[config.mk]
export PLATFORM = sky130hd
export DESIGN_NAME = truth_table_sweeper
export DESIGN_NICKNAME = d
export VERILOG_FILES = /design/src/rtl/truth_table_sweeper.sv
export SDC_FILE = /design/constraint.sdc
export NUM_CORES = 1
export LEC_CHECK = 0
export ABC_CLOCK_PERIOD_IN_PS = 4800
export CORE_ASPECT_RATIO = 1.2
export CORE_MARGIN = 5
export CORE_UTILIZATION = 40
export DETAILED_ROUTE_END_ITERATION = 8
export DONT_BUFFER_PORTS = 1
export PLACE_DENSITY = 0.55
export RECOVER_POWER = 50
export SYNTH_ARGS = -nofsm -noshare
export SYNTH_HDL_FRONTEND = slang
export SYNTH_SLANG_ARGS = --single-unit
[constraint.sdc]
create_clock -name clkWire -period 4.8 [get_ports clkWire]
set_clock_uncertainty 0.05 [all_clocks]
set_input_delay 0 -clock clkWire [delete_from_list [all_inputs] [get_ports clkWire]]
set_output_delay 0 -clock clkWire [all_outputs]
set_load 0.03 [all_outputs]
[src/rtl/truth_table_sweeper.sv]
// Exhaustive stimulus driver and response checker for y = a'bd' + bc + bd'.
// Steps abcd through all 16 vectors, samples yWire after a settle delay and scores it against EXPECTED.
module truth_table_sweeper #(
  parameter int unsigned SETTLE_CYCLES = 2,
  parameter logic [15:0] EXPECTED      = 16'hD0D0
) (
  input  logic        clkWire,
  input  logic        rstWire,
  input  logic        startWire,
  input  logic        yWire,
  output logic        aWire,
  output logic        bWire,
  output logic        cWire,
  output logic        dWire,
  output logic        busyWire,
  output logic        doneWire,
  output logic        passWire,
  output logic [15:0] tableWire,
  output logic [4:0]  errCountWire,
  output logic [3:0]  firstErrWire,
  output logic        errValidWire
);

  localparam logic [7:0] SETTLE = 8'(SETTLE_CYCLES);

  typedef enum logic [1:0] {IDLE, RUN, DONE} state_t;

  state_t      state_q, state_d;
  logic [3:0]  idx_q, idx_d;
  logic [7:0]  cnt_q, cnt_d;
  logic [3:0]  vec_q, vec_d;
  logic        busy_q, busy_d;
  logic        done_q, done_d;
  logic        pass_q, pass_d;
  logic [15:0] table_q, table_d;
  logic [4:0]  err_cnt_q, err_cnt_d;
  logic [3:0]  first_err_q, first_err_d;
  logic        err_valid_q, err_valid_d;
  logic        mismatch;

  always_comb begin
    state_d     = state_q;
    idx_d       = idx_q;
    cnt_d       = cnt_q;
    vec_d       = vec_q;
    busy_d      = busy_q;
    done_d      = 1'b0;
    pass_d      = pass_q;
    table_d     = table_q;
    err_cnt_d   = err_cnt_q;
    first_err_d = first_err_q;
    err_valid_d = err_valid_q;
    mismatch    = 1'b0;

    case (state_q)
      IDLE: begin
        vec_d  = 4'd0;
        busy_d = 1'b0;
        if (startWire) begin
          state_d     = RUN;
          table_d     = 16'd0;
          err_cnt_d   = 5'd0;
          first_err_d = 4'd0;
          err_valid_d = 1'b0;
          pass_d      = 1'b0;
          idx_d       = 4'd0;
          cnt_d       = SETTLE;
          busy_d      = 1'b1;
        end
      end
      RUN: begin
        busy_d = 1'b1;
        // cnt_q == 1 marks the last cycle the current vector is held: sample now
        if (cnt_q <= 8'd1) begin
          mismatch       = (yWire != EXPECTED[idx_q]);
          table_d[idx_q] = yWire;
          if (mismatch) begin
            err_cnt_d = err_cnt_q + 5'd1;
            if (!err_valid_q) begin
              first_err_d = idx_q;
              err_valid_d = 1'b1;
            end
          end
          cnt_d = SETTLE;
          if (idx_q == 4'd15) begin
            state_d = DONE;
            vec_d   = 4'd0;
            busy_d  = 1'b0;
            done_d  = 1'b1;
            pass_d  = (err_cnt_d == 5'd0);
          end else begin
            idx_d = idx_q + 4'd1;
            vec_d = idx_q + 4'd1;
          end
        end else begin
          cnt_d = cnt_q - 8'd1;
        end
      end
      DONE: begin
        state_d = IDLE;
      end
      default: begin
        state_d = IDLE;
      end
    endcase
  end

  always_ff @(posedge clkWire) begin
    if (rstWire) begin
      state_q     <= IDLE;
      idx_q       <= 4'd0;
      cnt_q       <= 8'd0;
      vec_q       <= 4'd0;
      busy_q      <= 1'b0;
      done_q      <= 1'b0;
      pass_q      <= 1'b0;
      table_q     <= 16'd0;
      err_cnt_q   <= 5'd0;
      first_err_q <= 4'd0;
      err_valid_q <= 1'b0;
    end else begin
      state_q     <= state_d;
      idx_q       <= idx_d;
      cnt_q       <= cnt_d;
      vec_q       <= vec_d;
      busy_q      <= busy_d;
      done_q      <= done_d;
      pass_q      <= pass_d;
      table_q     <= table_d;
      err_cnt_q   <= err_cnt_d;
      first_err_q <= first_err_d;
      err_valid_q <= err_valid_d;
    end
  end

  assign aWire        = vec_q[3];
  assign bWire        = vec_q[2];
  assign cWire        = vec_q[1];
  assign dWire        = vec_q[0];
  assign busyWire     = busy_q;
  assign doneWire     = done_q;
  assign passWire     = pass_q;
  assign tableWire    = table_q;
  assign errCountWire = err_cnt_q;
  assign firstErrWire = first_err_q;
  assign errValidWire = err_valid_q;

endmodule

==> run summary, run 1 <==
================================================================================
Outcome                                                             finished clean
Number of H-tree branching levels                                              2
Synth warn                                                                     0
Height of the die                                                        93.6 um
PnR worst setup slack                                                    2.08 ns
Via count of the first global-routing pass                                  1986
Routed length per placed instance                                        16.8 um
Startpoint types                                                        register
Largest net degree at the start of global routing                             41
Hold-critical path depth                                                       3
Setup repair after global routing missed its margin                        false
Total power density per cell area                                     351 nW/um2
Peak per-stage delay on the critical path                                0.55 ns
Number of antenna-violating nets in the routed design                          0
Predominant post-synthesis flop cell                                     dfxtp_1
Slack of the worst reg-to-reg path                                       2.08 ns
Syn_nets                                                                     285
Number of enable flip-flop cells after synthesis                               0
Count of TritonRoute iterations in the first routing pass                      4
Critical path capture point type                                        register
Largest fanout of any net on the critical path                                18
Number of different library cells in the post-synthesis netlist               43
Time the final worst path needs with I/O delays and setup                2.72 ns
Cell area reported after detailed placement                             2340 um2
Start point of the worst hold path                                         yWire
Insertion delay to the later sink of the worst-skew pair                 0.31 ns
Ordered list of cells on the worst path                             inv_1 -> ha_1 -> o21ba_1 -> and3_1 -> o21ai_4 -> o21ai_0 -> a21oi_1 -> dlygate4sd3_1
HPWL after detailed placement                                            4020 um
Number of antenna cells inserted                                               0
CTS resizes                                                                    0
Sequential share of the synthesized area                                   41.2%
Area growth syn-to-layout                                                  8.27%
Worst path slowest cell                                             dlygate4sd3_1
Count of filler cells inserted in the layout                                 561
Initial antenna violation count                                                0
Number of failing setup endpoints in the final timing report                   0
Type of the worst setup path                                          reg -> reg
Tot GR Track Use                                                           17.3%
Area of the die                                                         7460 um2
Hold Fails Final Rpt                                                           0
Post-route insts no fill                                                     351
Iter 0 DRT Violations                                                        155
Share of post-route cells with drive strength above 1                      4.80%
Post CTS Setup Buffer Count                                                    0
R2r worst-path depth                                                           8
Final non-filler cell area                                              2520 um2
Total wire length after detailed routing                                 5900 um
Count of buffer and inverter cells on the critical path                        2
Setup TNS                                                                   0 ns
Worst hold slack after final layout                                    0.0315 ns
Worst setup timing slack at the placement stage                          2.51 ns
Launch instance of the worst register-to-register path                  cnt_q[0]
Final number of max-transition violations                                      0
CTS tree                                                                   built
Headroom to the max-slew limit                                             43.6%
Kind of cell with the highest combined delay on the critical path   compound AO/OA/AOI/OAI gates
Drt via density                                                             5.69
Async S/R FF share, synth                                                     0%
Largest vdd supply drop                                                   130 uV
Cell area after technology mapping                                      2330 um2
I/O pin count                                                                 37
Total placed cells including tap cells                                       337
Leak pwr                                                                0.915 nW
Flip-flop and latch count after synthesis                                     48
Number of DRC violations after detailed routing                                0
Worst path arrival time                                                  2.92 ns
Overall power after layout                                                886 uW
Max-cap violations                                                             0
Routability-driven placement congestion ratio                              0.820
Std-Cell Core Area                                                      5670 um2
Hold Path Class                                                        in -> reg
Row Count                                                                     30
First-pass GRT wire length                                              10100 um
Data required time at the worst endpoint                                 5.01 ns
Sum of overflow across all layers after global routing                         0
Clock tree root buffer cell                                             clkbuf_8
Buffer levels on the longest clock path                                        2
Mean Syn Cell Area                                                      8.50 um2
Number of CTS-inserted buffers                                                 5
Share of the core filled with cells in the final layout                    44.5%
Final-stage net count                                                        281
Initial Util                                                               41.1%
Clock transition at the registers of the reported paths                  0.09 ns
Endpoint of the worst hold path                                     errCountWire[0]
Via Count                                                                   1997
Number of sinks handled by clock tree synthesis                               48
Width of the chip                                                        79.7 um
Upper clock frequency limit                                              368 MHz
Gate count after technology mapping                                          274
Count of input and output buffers                                              0
Final critical-path share of the clock period                              56.6%
Critical R2R Capture                                                tableWire[15]
Launch point of the critical path                                       cnt_q[0]
Transition time at the pin with the least slew margin                   0.845 ns
================================================================================
## synth_stat cells, types with 2 or more instances
library cell,number,share of area (%)
nand4_1,11,3.0
nor3_1,7,1.5
a22oi_1,3,0.97
xor2_1,5,1.9
xnor2_1,5,1.9
and3_1,5,1.3
dfxtp_1,48,41
nand3_1,6,1.3
o32ai_1,3,1.1
o21ba_2,2,0.86
a22o_1,5,1.9
nor4_1,3,0.81
inv_1,9,1.4
a32oi_1,4,1.5
clkbuf_1,8,1.3
nand3b_1,3,0.97
a21oi_1,21,4.5
a221oi_1,3,1.1
ha_1,7,3.8
o21ai_0,21,4.5
buf_2,4,0.86
nand2b_1,6,1.6
buf_4,4,1.3
nor2_1,26,4.2
nor2b_1,12,3.2
or3_1,2,0.54
a31oi_1,6,1.6
nand2_1,17,2.7
a21o_1,2,0.64
a311oi_1,3,1.1
## per-layer routing
| layer | track usage, % | wire, um | up-vias |
|---|---|---|---|
| met5 | 0 | 0 | - |
| met4 | 7.45 | 108 | 0 |
| met3 | 3.76 | 265 | 8 |
| met2 | 28.6 | 2960 | 47 |
| met1 | 21.6 | 2560 | 957 |
| li1 | - | - | 985 |
## cell families after synthesis
logic type / share of synthesized area (%)
AND/OR/NAND/NOR: 23.2
adder cells (fa/ha/maj): 3.76
XOR/XNOR: 3.76
AO/OA/AOI/OAI: 22.5
multiplexers: 0.430
flip-flops: 41.2
buffers and inverters: 5.10
## state kept, by name, indices dropped and copies added (netlist names), named ones only
name,count
firstErrWire,4
doneWire,1
tableWire,16
errValidWire,1
cnt_q,8
busyWire,1
passWire,1
vec_q,4
state_q,2
errCountWire,5
idx_q,4
## worst min-delay path, stage by stage
cell and delay [ns]:
xnor2_1 0.08, nor3_1 0.17, a21o_1 0.10
## cell usage in the layout, fill, tap and decap left out, drive strengths merged, types with 4 or more instances in the layout
cell type / n
xnor2: 5
a31oi: 6
a22o: 5
dfxtp: 48
clkbuf: 6
nand3: 6
and3: 5
nand2: 17
nor3: 8
inv: 9
a32oi: 4
a21oi: 21
dlygate4sd3: 5
nand4: 11
o21ai: 22
ha: 7
nor2b: 12
nor2: 26
xor2: 5
nand2b: 6
## report_power, final
part / leakage (nW) / switching [mW] / total, mW / internal (mW)
combinational: 0.471 / 0.107 / 0.162 / 0.0547
clock: 0.0552 / 0.134 / 0.288 / 0.155
sequential: 0.389 / 0.0238 / 0.436 / 0.412
total: 0.915 / 0.265 / 0.886 / 0.621
## what timing repair did
item,4_1_cts,5_1_grt
hold endpoints to repair,43,0
endpoints found under the setup margin,0,0
hold buffers,6,0
## worst max path at each step
stage | endpoint | slack, ns | cells after the start
after floorplan | tableWire[15] | 2.97 | 9
after global placement | errCountWire[2] | 2.56 | 7
after detailed placement | errCountWire[2] | 2.51 | 7
after CTS | tableWire[15] | 2.11 | 8
after global routing | tableWire[15] | 1.89 | 6
final | tableWire[15] | 2.08 | 8
## layout make-up
type	count	area (um2)	share of cell area, %
Clock buffer	6	72.6	2.88
Clock inverter	2	35.0	1.39
Inverter	9	33.8	1.34
Multi-Input combinational cell	200	1250	49.6
Sequential cell	48	961	38.1
Tap cell	80	100	3.97
Timing Repair Buffer	6	70.1	2.78
No activity file was read; power rests on OpenSTA's default activity.
==> run 2, diff against run 1 <==
ABC_CLOCK_PERIOD_IN_PS = 2500   (was 4800)
clock period = 2.5 ns   (was 4.8 ns; I/O delays follow)
==> run 2 against run 1 <==
Effect of this change:
- global-route usage grew 0.11 points
- sequential power grew 91%
- wire length grew 5.6%
- die area is the same
- non-clock buffer count grew 7
- count of clock-buffer cells in the layout is the same
- cell area grew 0.84%
- final cell count grew 2.0%
- utilization grew 0.38 points
- register-to-register slack lost 1.8 ns
- power grew 86%
==> run summary, run 2 (synthesis results as in run 1) <==
=====================================================================================
Number of sinks handled by clock tree synthesis                                    48   unchanged
Final number of max-transition violations                                           0   unchanged
Worst path arrival time                                                       2.41 ns   -0.51 ns
Hold Path Class                                                             in -> reg
Total area of sequential cells                                                961 um2   unchanged
Sum of overflow across all layers after global routing                              0   unchanged
Leak pwr                                                                     0.932 nW   +1.8%
Worst path slowest cell                                                        and3_1
Outcome                                                                  finished clean
Largest net degree at the start of global routing                                  41   unchanged
Combined area of the multi-input logic cells                                 1250 um2   unchanged
Critical path capture point type                                             register
Setup repair after global routing missed its margin                             false
Clock transition at the registers of the reported paths                       0.09 ns   about the same
Kind of cell with the highest combined delay on the critical path        simple AND/OR/NAND/NOR gates
I/O pin count                                                                      37   unchanged
CTS resizes                                                                         0   unchanged
Startpoint types                                                             register
Count of buffer and inverter cells on the critical path                             2   unchanged
Largest vdd supply drop                                                        264 uV   +100%
Drt via density                                                                  5.64   -0.83%
Share of post-route cells with drive strength above 1                           7.19%   +2.4 points
R2r worst-path depth                                                                8   unchanged
First-pass GRT wire length                                                   10100 um   -0.75%
Transition time at the pin with the least slew margin                        0.730 ns   -0.115 ns
Flip-flop count of the largest register after layout                               16   unchanged
Time the final worst path needs with I/O delays and setup                     2.26 ns   -0.457 ns
Via Count                                                                        2020   +1.2%
Type of the worst setup path                                               reg -> reg
Hold Fails Final Rpt                                                                0   unchanged
Max-cap violations                                                                  0   unchanged
Number of antenna cells inserted                                                    0   unchanged
Number of CTS-inserted buffers                                                      5   unchanged
Data required time at the worst endpoint                                      2.65 ns   -2.36 ns
Peak per-stage delay on the critical path                                     0.44 ns   -0.11 ns
Most used cells in the layout excluding fill and tap cells               48 x dfxtp_1, 26 x nor2_1, 21 x a21oi_1, 21 x o21ai_0, 17 x nand2_1
Number of H-tree branching levels                                                   2   unchanged
Area of the die                                                              7460 um2   unchanged
Largest fanout of any net on the critical path                                     10   -8
Area growth syn-to-layout                                                       9.18%
Total power density per cell area                                          647 nW/um2   +84%
Final critical-path share of the clock period                                   90.4%   +34 points
Worst hold slack after final layout                                         0.0316 ns   +0.000148 ns
Iter 0 DRT Violations                                                             145   -6.5%
Routability-driven placement congestion ratio                                   0.783   -4.6%
Setup TNS                                                                        0 ns   unchanged
Count of input and output buffers                                                   0   unchanged
Count of filler cells inserted in the layout                                      576   +2.7%
Overall power after layout                                                    1.65 mW   +86%
Hold-critical path depth                                                            3   unchanged
Count of hold buffers inserted by post-cts repair                                   4   -2
Buffer levels on the longest clock path                                             2   unchanged
Clock tree root buffer cell                                                  clkbuf_8
Initial antenna violation count                                                     0   unchanged
Routed length per placed instance                                             17.4 um   +3.6%
Number of DRC violations after detailed routing                                     0   unchanged
Via count of the first global-routing pass                                       1903   -4.2%
Height of the die                                                             93.6 um   unchanged
Upper clock frequency limit                                                   443 MHz   +20%
Count of TritonRoute iterations in the first routing pass                           5   +1
Total stage count of the critical path                                              8   unchanged
CTS tree                                                                        built
PnR worst setup slack                                                        0.240 ns   -1.84 ns
Row Count                                                                          30   unchanged
Std-Cell Core Area                                                           5670 um2   unchanged
HPWL after detailed placement                                                 4370 um   +8.7%
Number of antenna-violating nets in the routed design                               0   unchanged
Total wire length after detailed routing                                      6230 um   +5.6%
Headroom to the max-slew limit                                                  51.2%   +7.7 points
Final-stage net count                                                             288   +2.5%
Most frequent standard cell in the layout excluding fill and tap cells        dfxtp_1
Ordered list of cells on the worst path                                  inv_1 -> ha_1 -> o21ba_1 -> and3_1 -> clkbuf_1 -> nand4_1 -> a32oi_1 -> nor2_1
Tot GR Track Use                                                                17.5%   +0.11 points
Worst setup timing slack at the placement stage                              0.400 ns   -2.11 ns
Post CTS Setup Buffer Count                                                         0   unchanged
Number of failing setup endpoints in the final timing report                        0   unchanged
Insertion delay to the later sink of the worst-skew pair                      0.31 ns   about the same
Width of the chip                                                             79.7 um   unchanged
Initial Util                                                                    41.1%   unchanged
=====================================================================================
run 2: cell count changes in the layout (fill, tap and decap cells not counted), sizes merged:
cell         before  now
buf               1    7
clkbuf            6    9
dlygate4sd3       5    3
bufinv            1    0
clkinv            1    2
run 2: final cells by class:
cell class                 count  share of cell area, %
sequential                    48                   37.8
timing repair buffer          13                   4.18
inverter                       9                   1.33
tap                           80                   3.94
clock inverter                 2                  0.394
multi-input combinational    200                   49.1
clock buffer                   6                   3.25
run 2: metal layers:
metal / vias up / wire length (um) / global-route usage [%]
met1: 963 / 2580 / 20.9
met2: 48 / 3270 / 30.4
met4: 0 / 94 / 6.02
li1: 1001 / - / -
met3: 8 / 294 / 3.76
met5: - / 0 / 0
run 2: worst reg2reg max path, cell delays in order (launching register included):
cell,delay (ns)
dfxtp_1,0.33
inv_1,0.10
ha_1,0.22
o21ba_1,0.20
and3_1,0.44
clkbuf_1,0.38
nand4_1,0.17
a32oi_1,0.22
nor2_1,0.06
run 2: where the power goes:
part	leakage, nW	switching [mW]	total (mW)	internal [mW]
registers	0.389	0.0414	0.832	0.791
logic	0.492	0.220	0.329	0.109
clock network	0.0510	0.264	0.485	0.221
total	0.932	0.525	1.65	1.12
run 2: worst paths after layout:
check	end	start	slack [ns]
worst max-delay path	tableWire[3]	cnt_q[0]	0.24
worst min-delay path	errCountWire[0]	yWire	0.03
worst max register to register	tableWire[3]	cnt_q[0]	0.24
worst min register to register	cnt_q[7]	cnt_q[7]	0.44
run 2: metrics by stage:
step / cells / util [%] / instance area [um2]
floorplan: 274 / - / 2330
global placement: 346 / 42.6 / 2410
detailed placement: 346 / 42.6 / 2410
CTS: 358 / 45.1 / 2550
global route: 358 / 44.9 / 2540
finish: 358 / 44.9 / 2540
==> run 3, diff against run 2 <==
CORE_ASPECT_RATIO = 1.5   (was 1.2)
CORE_UTILIZATION = 35   (was 40)
PLACE_DENSITY = 0.5   (was 0.55)
==> run 3 against run 2 <==
Effect of this change:
- sequential power grew 0.5%
- largest cell class unchanged
- critical path type unchanged
- highest routed layer unchanged
- hold slack better by 0.0086 ns
- sequential cell count is the same
==> run summary, run 3 (synthesis results as in run 1) <==
=====================================================================================
Routed length per placed instance                                             17.7 um   +1.5%
Largest net degree at the start of global routing                                  41   unchanged
Clock tree root buffer cell                                                  clkbuf_8
Routability-driven placement congestion ratio                                   0.848   +8.3%
Number of antenna-violating nets in the routed design                               0   unchanged
Cell with the most instances on the worst path                                a21oi_1
Number of sinks handled by clock tree synthesis                                    48   unchanged
Slack of the worst reg-to-reg path                                            0.18 ns   -0.06 ns
Count of buffer and inverter cells on the critical path                             2   unchanged
Sum of overflow across all layers after global routing                              0   unchanged
Worst path slowest cell                                                  dlygate4sd3_1
HPWL after detailed placement                                                 4490 um   +2.7%
Startpoint types                                                             register
CTS tree                                                                        built
Tot GR Track Use                                                                15.2%   -2.3 points
Drt via density                                                                  5.72   +1.3%
Worst path arrival time                                                       2.51 ns   +0.10 ns
Peak per-stage delay on the critical path                                     0.55 ns   +0.11 ns
Critical path capture point                                                  vec_q[0]
Final non-filler cell area                                                   2520 um2   -0.84%
Critical R2R Capture                                                         vec_q[0]
Total power density per cell area                                          634 nW/um2   -2.0%
Share of the core filled with cells in the final layout                         38.9%   -6.0 points
Max-cap violations                                                                  0   unchanged
Count of input and output buffers                                                   0   unchanged
Cell area reported after detailed placement                                  2390 um2   -0.83%
Count of hold buffers inserted by post-cts repair                                   5   +1
Share of post-route cells with drive strength above 1                           6.52%   -0.67 points
Via Count                                                                        2012   -0.40%
Launch instance of the worst register-to-register path                       cnt_q[0]
Headroom to the max-slew limit                                                  47.2%   -4.0 points
Critical path capture point type                                             register
Final number of max-transition violations                                           0   unchanged
Type of the worst setup path                                               reg -> reg
Upper clock frequency limit                                                   432 MHz   -2.5%
Via count of the first global-routing pass                                       1971   +3.6%
Most frequent standard cell in the layout excluding fill and tap cells        dfxtp_1
Flip-flop count of the largest register after layout                               16   unchanged
CTS resizes                                                                         0   unchanged
Initial Util                                                                    35.9%   -5.2 points
Area of the die                                                              8420 um2   +13%
Data required time at the worst endpoint                                      2.69 ns   +0.04 ns
Hold Fails Final Rpt                                                                0   unchanged
Launch point of the critical path                                            cnt_q[0]
Number of DRC violations after detailed routing                                     0   unchanged
Setup repair after global routing missed its margin                             false
Total stage count of the critical path                                              8   unchanged
Setup TNS                                                                        0 ns   unchanged
Post CTS Setup Buffer Count                                                         0   unchanged
Most used cells in the layout excluding fill and tap cells               48 x dfxtp_1, 26 x nor2_1, 21 x a21oi_1, 21 x o21ai_0, 17 x nand2_1
Count of TritonRoute iterations in the first routing pass                           4   -1
Total area of sequential cells                                                961 um2   unchanged
Kind of cell with the highest combined delay on the critical path        compound AO/OA/AOI/OAI gates
Largest vdd supply drop                                                        261 uV   -1.3%
Clock transition at the registers of the reported paths                       0.08 ns   about the same
Initial antenna violation count                                                     0   unchanged
Overall power after layout                                                    1.60 mW   -2.9%
Area growth syn-to-layout                                                       8.27%
Buffer levels on the longest clock path                                             2   unchanged
Worst hold slack after final layout                                         0.0402 ns   +0.00863 ns
Transition time at the pin with the least slew margin                        0.790 ns   +0.0597 ns
I/O pin count                                                                      37   unchanged
Final-stage net count                                                             287   -0.35%
PnR worst setup slack                                                        0.183 ns   -0.0569 ns
Insertion delay to the later sink of the worst-skew pair                      0.29 ns   -0.02 ns
Height of the die                                                              110 um   +17%
Combined area of the multi-input logic cells                                 1250 um2   unchanged
Hold Path Class                                                             in -> reg
Outcome                                                                  finished clean
Number of failing setup endpoints in the final timing report                        0   unchanged
Std-Cell Core Area                                                           6490 um2   +14%
Time the final worst path needs with I/O delays and setup                     2.32 ns   +0.0569 ns
Leak pwr                                                                     0.919 nW   -1.4%
Worst setup timing slack at the placement stage                              0.391 ns   -0.00857 ns
Final critical-path share of the clock period                                   92.7%   +2.3 points
Post-route insts no fill                                                          352   -1.7%
Ordered list of cells on the worst path                                  inv_1 -> ha_1 -> o21ba_2 -> nand3_1 -> a21oi_1 -> nand2_1 -> a21oi_1 -> dlygate4sd3_1
Number of H-tree branching levels                                                   2   unchanged
Number of CTS-inserted buffers                                                      5   unchanged
Row Count                                                                          36   +20%
First-pass GRT wire length                                                   10200 um   +1.4%
Number of antenna cells inserted                                                    0   unchanged
Largest fanout of any net on the critical path                                      5   -5
R2r worst-path depth                                                                8   unchanged
Width of the chip                                                             76.6 um   -3.8%
Count of filler cells inserted in the layout                                      704   +22%
Total placed cells including tap cells                                            340   -1.7%
Iter 0 DRT Violations                                                             138   -4.8%
Total wire length after detailed routing                                      6220 um   -0.18%
=====================================================================================
run 3: report_power, final:
group          switching, mW  leakage [nW]  internal (mW)
combinational          0.212         0.489          0.112
clock                  0.249        0.0410          0.191
sequential            0.0450         0.389          0.791
total                  0.506         0.919           1.09
run 3: tightest hold or removal path: cells and delay by family:
kind	cells	cell delay (ns)
AND/OR/NAND/NOR	1	0.18
AO/OA/AOI/OAI	1	0.10
XOR/XNOR	1	0.09
run 3: layer usage:
| layer | share of wire, % | GRT usage, % | vias to the layer above |
|---|---|---|---|
| li1 | - | - | 997 |
| met1 | 41 | 17.6 | 961 |
| met2 | 53 | 27.4 | 45 |
| met3 | 4.6 | 3.52 | 9 |
| met4 | 1.5 | 5.13 | 0 |
| met5 | 0 | 0 | - |
run 3: worst min path at each step:
stage | cells past startpoint | start | slack (ns) | to
2_1_floorplan | 2 | rstWire | 0.13 | errValidWire
3_3_place_gp | 1 | rstWire | 0.02 | vec_q[0]
3_5_place_dp | 1 | rstWire | 0.03 | vec_q[2]
4_1_cts | 3 | yWire | 0.04 | errCountWire[0]
5_1_grt | 3 | yWire | 0.05 | errCountWire[0]
6_report | 3 | yWire | 0.04 | errCountWire[0]
run 3: layout make-up:
type / count / share of cell area, %
clock inverter: 1 / 0.198
inverter: 9 / 1.34
clock buffer: 6 / 2.88
tap: 76 / 3.77
multi-input combinational: 200 / 49.6
sequential: 48 / 38.1
timing repair buffer: 12 / 4.17
